## config.mk

```make
export PLATFORM = sky130hd
export DESIGN_NAME = dnn_output_evaluator
export DESIGN_NICKNAME = d
export VERILOG_FILES = /design/src/rtl/dnn_eval_pkg.sv /design/src/rtl/dnn_output_evaluator_ideal_deserializer.sv /design/src/rtl/dnn_output_evaluator.sv
export SDC_FILE = /design/constraint.sdc
export NUM_CORES = 1
export LEC_CHECK = 0
export CAP_MARGIN = 20
export CORE_MARGIN = 2
export CORE_UTILIZATION = 30
export CTS_CLUSTER_DIAMETER = 60
export DETAILED_ROUTE_END_ITERATION = 8
export DONT_BUFFER_PORTS = 1
export GPL_ROUTABILITY_DRIVEN = 0
export PLACE_DENSITY = 0.47
export SKIP_LAST_GASP = 1
export SLEW_MARGIN = 30
export SYNTH_ARGS = -nofsm -noshare
export SYNTH_HDL_FRONTEND = slang
export SYNTH_SLANG_ARGS = --single-unit
```

## constraint.sdc

```tcl
create_clock -name i_clk -period 3.2 [get_ports i_clk]
set_input_delay 0.48 -clock i_clk [delete_from_list [all_inputs] [get_ports i_clk]]
set_output_delay 0.48 -clock i_clk [all_outputs]
set_load 0.05 [all_outputs]
```

## src/rtl/dnn_eval_pkg.sv

```systemverilog
// dnn_eval_pkg: shared types, default geometry and saturating-increment helper
package dnn_eval_pkg;

    typedef enum logic {FILL, FULL} eval_state_t;

    localparam int NL_DEF = 64;
    localparam int ZO_DEF = 1;
    localparam int BEATS  = NL_DEF / ZO_DEF;

    // Widths up to 64 bits; the caller zero-extends the value in and truncates the result out
    function automatic logic [63:0] sat_inc(input logic [63:0] value, input int width, input logic enable);
        logic [63:0] max;
        max = (width >= 64) ? '1 : ((64'd1 << width) - 64'd1);
        return (enable && value < max) ? value + 64'd1 : value;
    endfunction

endpackage

```

## src/rtl/dnn_output_evaluator_ideal_deserializer.sv

```systemverilog
// ideal_deserializer: rebuilds the ideal vector from ZO-bit beats, with final-beat bypass and overrun detection
module ideal_deserializer
    import dnn_eval_pkg::*;
#(
    parameter int NL = 64,
    parameter int ZO = 1
) (
    input  logic          i_clk,
    input  logic          i_rst_n,
    input  logic          i_beat_valid,
    input  logic [ZO-1:0] i_beat,
    input  logic          i_consume,
    output logic [NL-1:0] o_ideal_vec,
    output logic          o_vec_ready,
    output logic          o_overrun
);
    localparam int NB = NL / ZO;
    localparam int BW = (NB > 1) ? $clog2(NB) : 1;

    eval_state_t   r_state, w_state_nxt;
    logic [BW-1:0] r_beat, w_beat_nxt, w_idx;
    logic [NL-1:0] r_buf, w_buf_nxt;
    logic          w_last;

    // A beat in FULL always lands in slot 0 of a fresh vector; the FILL view with the
    // incoming beat merged in is what lets a same-cycle final beat be scored directly
    always_comb begin
        w_idx       = (r_state == FULL) ? '0 : r_beat;
        w_last      = (w_idx == BW'(NB - 1));
        w_buf_nxt   = r_buf;
        if (i_beat_valid) w_buf_nxt[int'(w_idx)*ZO +: ZO] = i_beat;
        w_beat_nxt  = !i_beat_valid ? r_beat : (w_last ? '0 : w_idx + 1'b1);
        w_state_nxt = i_beat_valid ? ((w_last && !(r_state == FILL && i_consume)) ? FULL : FILL)
                                   : (i_consume ? FILL : r_state);
        o_vec_ready = (r_state == FULL) || (i_beat_valid && w_last);
        o_ideal_vec = (r_state == FULL) ? r_buf : w_buf_nxt;
        o_overrun   = (r_state == FULL) && i_beat_valid && !i_consume;
    end

    // Buffer, beat counter and state register
    always_ff @(posedge i_clk or negedge i_rst_n) begin
        if (!i_rst_n) begin
            r_state <= FILL;
            r_beat  <= '0;
            r_buf   <= '0;
        end else begin
            r_state <= w_state_nxt;
            r_beat  <= w_beat_nxt;
            r_buf   <= w_buf_nxt;
        end
    end

endmodule

```

## src/rtl/dnn_output_evaluator.sv

```systemverilog
// dnn_output_evaluator: scores each case against the deserialized ideal vector and keeps accuracy counters
module dnn_output_evaluator
    import dnn_eval_pkg::*;
#(
    parameter int NOUT   = 10,
    parameter int NL     = NL_DEF,
    parameter int ZO     = ZO_DEF,
    parameter int WINDOW = 1000,
    parameter int CNT_W  = 32,
    localparam int WW    = $clog2(WINDOW + 1)
) (
    input  logic             i_clk,
    input  logic             i_reset,
    input  logic             i_ansl_valid,
    input  logic [ZO-1:0]    i_ansl,
    input  logic             i_case_valid,
    input  logic [NL-1:0]    i_actl_alln,
    output logic             o_case_done,
    output logic             o_case_correct,
    output logic             o_window_done,
    output logic [WW-1:0]    o_window_correct,
    output logic [CNT_W-1:0] o_total_cases,
    output logic [CNT_W-1:0] o_total_correct,
    output logic             o_ideal_miss,
    output logic             o_ideal_overrun
);
    logic [1:0]    r_rst_sync;
    logic          w_rst_n;
    logic [NL-1:0] w_ideal_vec;
    logic          w_vec_ready, w_overrun, w_score, w_correct, w_win_hit;
    logic [WW-1:0] r_win_cases, r_win_correct, w_win_correct_inc;

    // Reset asserts asynchronously and releases two clocks later, in step with clk
    always_ff @(posedge i_clk or negedge i_reset) begin
        if (!i_reset) r_rst_sync <= '0;
        else          r_rst_sync <= {r_rst_sync[0], 1'b1};
    end

    assign w_rst_n = r_rst_sync[1];

    ideal_deserializer #(.NL(NL), .ZO(ZO)) u_deser (
        .i_clk        (i_clk),
        .i_rst_n      (w_rst_n),
        .i_beat_valid (i_ansl_valid),
        .i_beat       (i_ansl),
        .i_consume    (i_case_valid),
        .o_ideal_vec  (w_ideal_vec),
        .o_vec_ready  (w_vec_ready),
        .o_overrun    (w_overrun)
    );

    // Only the dataset outputs are scored; the unused output-layer neurons are ignored
    always_comb begin
        w_score           = i_case_valid && w_vec_ready;
        w_correct         = (i_actl_alln[NOUT-1:0] == w_ideal_vec[NOUT-1:0]);
        w_win_hit         = (r_win_cases == WW'(WINDOW - 1));
        w_win_correct_inc = r_win_correct + WW'(w_correct);
    end

    // Case result, window and cumulative counters, sticky error flags
    always_ff @(posedge i_clk or negedge w_rst_n) begin
        if (!w_rst_n) begin
            o_case_done      <= 1'b0;
            o_case_correct   <= 1'b0;
            o_window_done    <= 1'b0;
            o_window_correct <= '0;
            o_total_cases    <= '0;
            o_total_correct  <= '0;
            o_ideal_miss     <= 1'b0;
            o_ideal_overrun  <= 1'b0;
            r_win_cases      <= '0;
            r_win_correct    <= '0;
        end else begin
            o_case_done     <= w_score;
            o_window_done   <= w_score && w_win_hit;
            o_total_cases   <= CNT_W'(sat_inc(64'(o_total_cases), CNT_W, w_score));
            o_total_correct <= CNT_W'(sat_inc(64'(o_total_correct), CNT_W, w_score && w_correct));
            o_ideal_miss    <= o_ideal_miss || (i_case_valid && !w_vec_ready);
            o_ideal_overrun <= o_ideal_overrun || w_overrun;
            if (w_score) begin
                o_case_correct <= w_correct;
                if (w_win_hit) begin
                    o_window_correct <= w_win_correct_inc;
                    r_win_cases      <= '0;
                    r_win_correct    <= '0;
                end else begin
                    r_win_cases      <= r_win_cases + 1'b1;
                    r_win_correct    <= w_win_correct_inc;
                end
            end
        end
    end

endmodule

```

[Word level (Yosys, flattened, before mapping)]
Cells that the tools add are included.
Operators by class
  $add $sub $neg: 6
  order comparisons: 2
  equality and inequality tests: 3
  shift-type cells: 2
  mux-type cells: 10
  bitwise gates (word level): 1
  reductions and logical operators: 19
Operator list (count)
  adder 32 x 1 -> 32 bit (second input constant): 2
  bitwise mux 64 bit: 1
  < comparator 32 bit (second input constant): 2
  two-way mux 64 bit: 1
  variable shift 1 x 33 -> 64 bit (first input constant): 1
  variable part select 1 x 33 -> 64 bit: 1
  negation 6 -> 33 bit: 1
  two-way mux 10 bit: 3
  two-way mux 6 bit: 2
  logical AND 1 bit: 11
  adder 10 x 1 -> 10 bit: 1
  adder 10 x 1 -> 10 bit (second input constant): 1
  == test 10 bit: 1
  == test 10 bit (second input constant): 1
  adder 6 x 1 -> 6 bit (second input constant): 1
  == test 6 bit (second input constant): 1
  zero test 1 bit: 3
  logical OR 1 bit: 3
  two-way mux 1 bit: 3
  AND reduction 2 bit: 1
  nonzero test 2 bit: 1
  NOT 1 bit: 1
Word-level totals
  bits in registers: 172
  input bits: 69

[Logic depth before layout (Yosys ltp)]
  depth after elaboration: 9
  gate-level depth with buffers: 21

[Hierarchy]
From an unflattened synthesis, not the netlist that was laid out.
Second synthesis, totals
  cells, all modules: 862
  area total of the unflattened synthesis: 9277.6 sq um
Modules (own cells, without submodules)
  dnn_output_evaluator: times used 1, cells each 448, area an instance 4698.3 sq um, sequential area each 2527.4 sq um
  ideal_deserializer: times used 1, cells each 414, area an instance 4579.4 sq um, sequential area each 1776.7 sq um

[Worst setup path after synthesis]
No wires, ideal clock.
  path kind: flip-flop to flip-flop
  start: register u_deser.r_beat[3]
  end: register o_window_correct[8]
  library setup time: 0.077 ns
  arrival time: 4.932 ns
  data required time: 3.123 ns
  setup slack: -1.810 ns
  stages on the path, launching flop included: 22
  clock period less this slack: 5.010 ns
  path through: dfrtp_1 > buf_2 > buf_1 > nor3_1 > a21o_1 > ha_1 > or4b_1 > a21oi_2 > nand3_1 > mux2_4 > xor2_1 > or4_4 > nor3_2 > buf_2 > ha_1 > ha_1 > and3_1 > and3_1 > clkbuf_1 > nand3_1 > xor2_1 > a21oi_1
Between the ends
  cells in the longest elaborated chain, start to end: 8
Ends and longest elaborated chain
  from (decl): line dnn_output_evaluator_ideal_deserializer.sv:21  | logic [BW-1:0] r_beat, w_beat_nxt, w_idx;
  from (signal assigned): line dnn_output_evaluator_ideal_deserializer.sv:48  | r_beat <= w_beat_nxt;
  two-way mux 6 bit (*): line dnn_output_evaluator_ideal_deserializer.sv:28  | w_idx = (r_state == FULL) ? '0 : r_beat;
  negation 6 -> 33 bit (*): line dnn_output_evaluator_ideal_deserializer.sv:31  | if (i_beat_valid) w_buf_nxt[int'(w_idx)*ZO +: ZO] = i_beat;
  variable part select 1 x 33 -> 64 bit / variable shift 1 x 33 -> 64 bit (equally long branches): line dnn_output_evaluator_ideal_deserializer.sv:31
  bitwise mux 64 bit (*): line dnn_output_evaluator_ideal_deserializer.sv:31
  two-way mux 64 bit (*): line dnn_output_evaluator_ideal_deserializer.sv:31
  net u_deser.w_buf_nxt[2]: line dnn_output_evaluator_ideal_deserializer.sv:22  | logic [NL-1:0] r_buf, w_buf_nxt;
  two-way mux 10 bit (*): line dnn_output_evaluator_ideal_deserializer.sv:36  | o_ideal_vec = (r_state == FULL) ? r_buf : w_buf_nxt;
  == test 10 bit (*): line dnn_output_evaluator.sv:55  | w_correct = (i_actl_alln[NOUT-1:0] == w_ideal_vec[NOUT-1:0]);
  net w_correct: line dnn_output_evaluator.sv:30  | logic w_vec_ready, w_overrun, w_score, w_correct, w_win_hit;
  adder 10 x 1 -> 10 bit (*): line dnn_output_evaluator.sv:57  | w_win_correct_inc = r_win_correct + WW'(w_correct);
  to (signal assigned): line dnn_output_evaluator.sv:83  | o_window_correct <= w_win_correct_inc;
  to (decl): line dnn_output_evaluator.sv:21  | output logic [WW-1:0] o_window_correct,
The timed path passes the listed nets; every way through them passes the cells marked *.
A chain may end at the register's enable or synchronous reset.

[Worst setup path after layout]
  start: register u_deser.r_state
  end: register r_win_correct[6]
Between the ends
  cells in the longest elaborated chain, start to end: 9
Ends and longest elaborated chain
  from (decl): line dnn_output_evaluator_ideal_deserializer.sv:20  | eval_state_t r_state, w_state_nxt;
  from (signal assigned): line dnn_output_evaluator_ideal_deserializer.sv:47  | r_state <= w_state_nxt;
  two-way mux 6 bit (*): line dnn_output_evaluator_ideal_deserializer.sv:28
  negation 6 -> 33 bit (*): line dnn_output_evaluator_ideal_deserializer.sv:31
  variable part select 1 x 33 -> 64 bit / variable shift 1 x 33 -> 64 bit (equally long branches): line dnn_output_evaluator_ideal_deserializer.sv:31
  bitwise mux 64 bit (*): line dnn_output_evaluator_ideal_deserializer.sv:31
  two-way mux 64 bit (*): line dnn_output_evaluator_ideal_deserializer.sv:31
  net u_deser.w_buf_nxt[2]: line dnn_output_evaluator_ideal_deserializer.sv:22
  two-way mux 10 bit (*): line dnn_output_evaluator_ideal_deserializer.sv:36
  == test 10 bit (*): line dnn_output_evaluator.sv:55
  adder 10 x 1 -> 10 bit (*): line dnn_output_evaluator.sv:57
  two-way mux 10 bit (*): line dnn_output_evaluator.sv:82  | if (w_win_hit) begin
  to (signal assigned): line dnn_output_evaluator.sv:88  | r_win_correct <= w_win_correct_inc;
  to (decl): line dnn_output_evaluator.sv:31  | logic [WW-1:0] r_win_cases, r_win_correct, w_win_correct_inc;
Marked as above.

==> summary.md <==
| Metric | Value |
|---|---|
| RSZ-0062 raised after global routing | yes |
| Core Region | about 20000 µm² |
| Htree depth | 4 |
| Max incr delay on CP | 0.49 ns |
| Dpl cell area | 7325 µm² |
| Post-synth top area cell | dfrtp_1 |
| Initial drt markers | 266 |
| Clk buf depth | 2 |
| CTS Sinks | 118 |
| Drt total wl | 16.66 mm |
| PD cells | between 500 and 600 nW/µm² |
| Commonest register cell after synthesis | dfrtp_1 |
| # nets final | 812 |
| Startpoint Class | register |
| CP dominant cell by count | ha_4 |
| Most frequent cells after synthesis | dfrtp_1, nand2_1, xnor2_1 |
| Final ANT Viol Nets | 0 |
| Crit-path max FO | 5 |
| Peak Freq | 0.2535 GHz |
| Most frequent cell after synthesis | dfrtp_1 |
| Reg2reg start | u_deser.r_state$_DFFE_PN0P_ |
| Hold EP | u_deser.r_state$_DFFE_PN0P_ |
| Crit share post-route | 123.3% |
| Worst-Skew Late Latency | 0.42 ns |
| Seq/Total Area, Yosys | 47.85% |
| Crit Path Category | register to register |
| Yosys cell types | 64 |
| Crit-path slowest cell | or4b_4 |
| Die height | 147.4 µm |
| Outcome | finished, violations left |
| Pin count of the biggest net entering global routing | 99 |
| PortBufs | 0 |
| Worst Tran Pin Value | slightly below 0.7 ns |
| Final Core Density | between 40 and 50% |
| Yosys reg bits | 118 |
| Yosys warning total | 0 |
| Overall Global Routing Usage | around 16% |
| WL per Instance | 16.37 µm |
| Async set or reset register ratio after synthesis | 100.0% |
| FF-to-FF End | r_win_correct[6]$_DFFE_PN0P_ |
| Critical path data required time | 3.49 ns |
| Critical Path AT | 4.23 ns |
| Post-detail-place hpwl | 11.60 mm |
| Initial core utilization | between 30% and 40% |
| Skew final | 0.01148 ns |
| Leak | 3.782 nW |
| Layout cell share with drive strength beyond 1 | 28.07% |
| Ports | 148 |
| Slew Viols, Final | 0 |
| Overall die width | 147.4 µm |
| Synth Cell Area | 6171 µm² |
| Fin worst setup slack | -0.7446 ns |
| Rows | 52 |
| Worst vdd ir | 0.3687 mV |
| Slew headroom | 53.97% |
| Reg2reg setup slack | -0.74 ns |
| Synth top area share | 47.85% |
| Clock slew at reported path FFs | 0.06 ns |
| Critical-path cell list | buf_6 > a21o_1 > ha_4 > or4b_4 > a21oi_4 > nand3_2 > mux2_4 > xor2_1 > or4_4 > nor3_4 > ha_4 > ha_4 > and3_4 > and3_4 > buf_4 > nor2_1 > o21ai_1 > o21ai_1 |
| Endpoints failing setup | between 50 and 60 |
| Vias | 5107 |
| CTS Root Cell | clkbuf_16 |
| Post-synth net total | 697 |
| Final instance area | 8229 µm² |
| CTS Buf Count | 17 |
| First-pass GRT wire length | 27.00 mm |
| Drt drc | 0 |
| Hold path depth | 1 |
| CTS tree | yes |
| Initial antenna violation count | 0 |
| Hold path start | i_case_valid |
| Avg Cell Area, Syn | 9.953 µm² |
| Vias in the first global route | 5172 |
| Hold Path Class | primary input to register |
| Post-synth EDFFs | 0 |
| Area grow syn2layout | 33.35% |
| Hold Fails Final Rpt | 0 |
| Fin crit period | 3.945 ns |
| Remaining global-route overflow | 0 |
| First-pass DRT Iterations | 5 |
| Vias per inst | 5.017 |
| Die area | between 20000 and 25000 µm² |
| Synth Instances | between 600 and 700 |
| Maximum capacitance violations | 0 |
| Diodes inserted | 0 |
| Top cells by area, synth | dfrtp_1, xnor2_1, nand2_1 |
| R2R depth | 18 |
| Crit. End Element | register |
| Failing checks | negative setup slack |
[worst max-delay path: cells and delay by family, from the launching register on]
family,cells,cell delay [ns]
AND/OR/NAND/NOR,7,1.73
AO/OA/AOI/OAI,4,0.50
adder cells (fa/ha/maj),3,0.47
flip-flops,1,0.43
multiplexers,1,0.32
buffers and inverters,2,0.23
XOR/XNOR,1,0.14
[final cells by class]
class | instances | area, µm²
fillers | 1939 | 12010
multi-input cells | 460 | 3271
flip-flops and latches | 118 | 2959
repair buffers | 123 | 1016
clock buffers | 18 | 439.2
well taps | 270 | 337.8
clock inverters | 14 | 150.1
inverters | 15 | 56.30
[cells in the final DEF, fill, tap and decap left out, types with 6 or more instances in the layout]
master / Yosys / routed
a21oi_1: 16 / 16
a31oi_1: 7 / 7
and2_1: 12 / 12
and3_1: 32 / 29
and4_1: 8 / 8
buf_4: 0 / 111
buf_6: 1 / 6
clkbuf_16: 0 / 19
dfrtp_1: 118 / 115
inv_1: 14 / 14
mux2_2: 8 / 6
nand2_1: 60 / 57
nand2b_1: 10 / 8
nand3_1: 31 / 27
nand4_1: 28 / 28
nor2_1: 42 / 39
nor4_1: 6 / 6
o21ai_0: 32 / 21
o21ai_1: 1 / 11
xnor2_1: 55 / 53
xor2_1: 23 / 23
[sequential cells by signal, indices dropped and copies added, names as in the netlist]
register and cells:
r_rst_sync 2, o_case_done 1, o_window_done 1, u_deser.r_beat 6, o_ideal_miss 1, o_case_correct 1
u_deser.r_buf 10, o_window_correct 10, o_total_correct 32, o_total_cases 32, o_ideal_overrun 1, r_win_cases 10
r_win_correct 10, u_deser.r_state 1
[metrics by stage]
stage	hold slack, ns	instances	TNS (ns)	total power [mW]	worst slack [ns]
2_1_floorplan	0.1844	620	-28.22	2.422	-1.170
3_3_place_gp	0.1845	973	-21.99	2.805	-0.8090
3_5_place_dp	0.1845	973	-24.22	2.825	-0.8852
4_1_cts	0.1163	1012	-25.93	4.814	-0.8658
5_1_grt	0.1069	1018	-32.22	5.041	-0.9472
6_report	0.1222	1018	-22.81	4.786	-0.7446
[what timing repair did]
| action | 4_1_cts | 5_1_grt |
|---|---|---|
| endpoints found under the setup margin | 54 | 58 |
| hold endpoints to repair | 2 | 0 |
| cloned | 0 | 3 |
| hold buffers | 1 | 0 |
| pin swaps | 7 | 11 |
| resized for setup | 14 | 28 |
| buffers inserted | 6 | 5 |
[routing by layer]
layer / global-route usage (%) / part of all wire (%) / routed length [µm] / up-vias
li1: - / - / - / 2449
met1: 19.88 / 44 / 7404 / 2512
met2: 25.28 / 48 / 7941 / 128
met3: 4.043 / 6.2 / 1038 / 18
met4: 6.106 / 1.7 / 278 / 0
met5: 0 / 0 / 0 / -
[worst max path at each step]
stage                                  startpoint  slack [ns]  cells after the start                         endpoint
CTS                   u_deser.r_state$_DFFE_PN0P_       -0.87                     17  o_window_correct[8]$_DFFE_PN0P_
finish                u_deser.r_state$_DFFE_PN0P_       -0.74                     18     r_win_correct[6]$_DFFE_PN0P_
detailed placement    u_deser.r_state$_DFFE_PN0P_       -0.89                     17  o_window_correct[8]$_DFFE_PN0P_
global placement      u_deser.r_state$_DFFE_PN0P_       -0.81                     17  o_window_correct[8]$_DFFE_PN0P_
global route        u_deser.r_beat[1]$_DFFE_PN0P_       -0.95                     19  o_window_correct[8]$_DFFE_PN0P_
floorplan             u_deser.r_state$_DFFE_PN0P_       -1.17                     20  o_window_correct[8]$_DFFE_PN0P_
[report_power, final]
| group | total [mW] | switching [mW] | internal [mW] | leakage [nW] |
|---|---|---|---|---|
| sequential | 1.67 | 0.0927 | 1.57 | 1.60 |
| combinational | 1.19 | 0.662 | 0.531 | 1.90 |
| clock | 1.93 | 0.753 | 1.17 | 0.283 |
| total | 4.79 | 1.51 | 3.28 | 3.78 |
[kinds of logic (layout without fill, tap and decap cells)]
group	after synthesis	after routing	share of synthesized area, %
simple gates	267	267	23.76
buf+inv	42	170	2.818
flops	118	118	47.85
other cells	1	1	0.06077
fa+ha+maj	8	8	1.622
compound gates	90	90	9.773
mux	15	15	2.778
xor+xnor	79	79	11.33
Power figures use the tool's default switching activity.
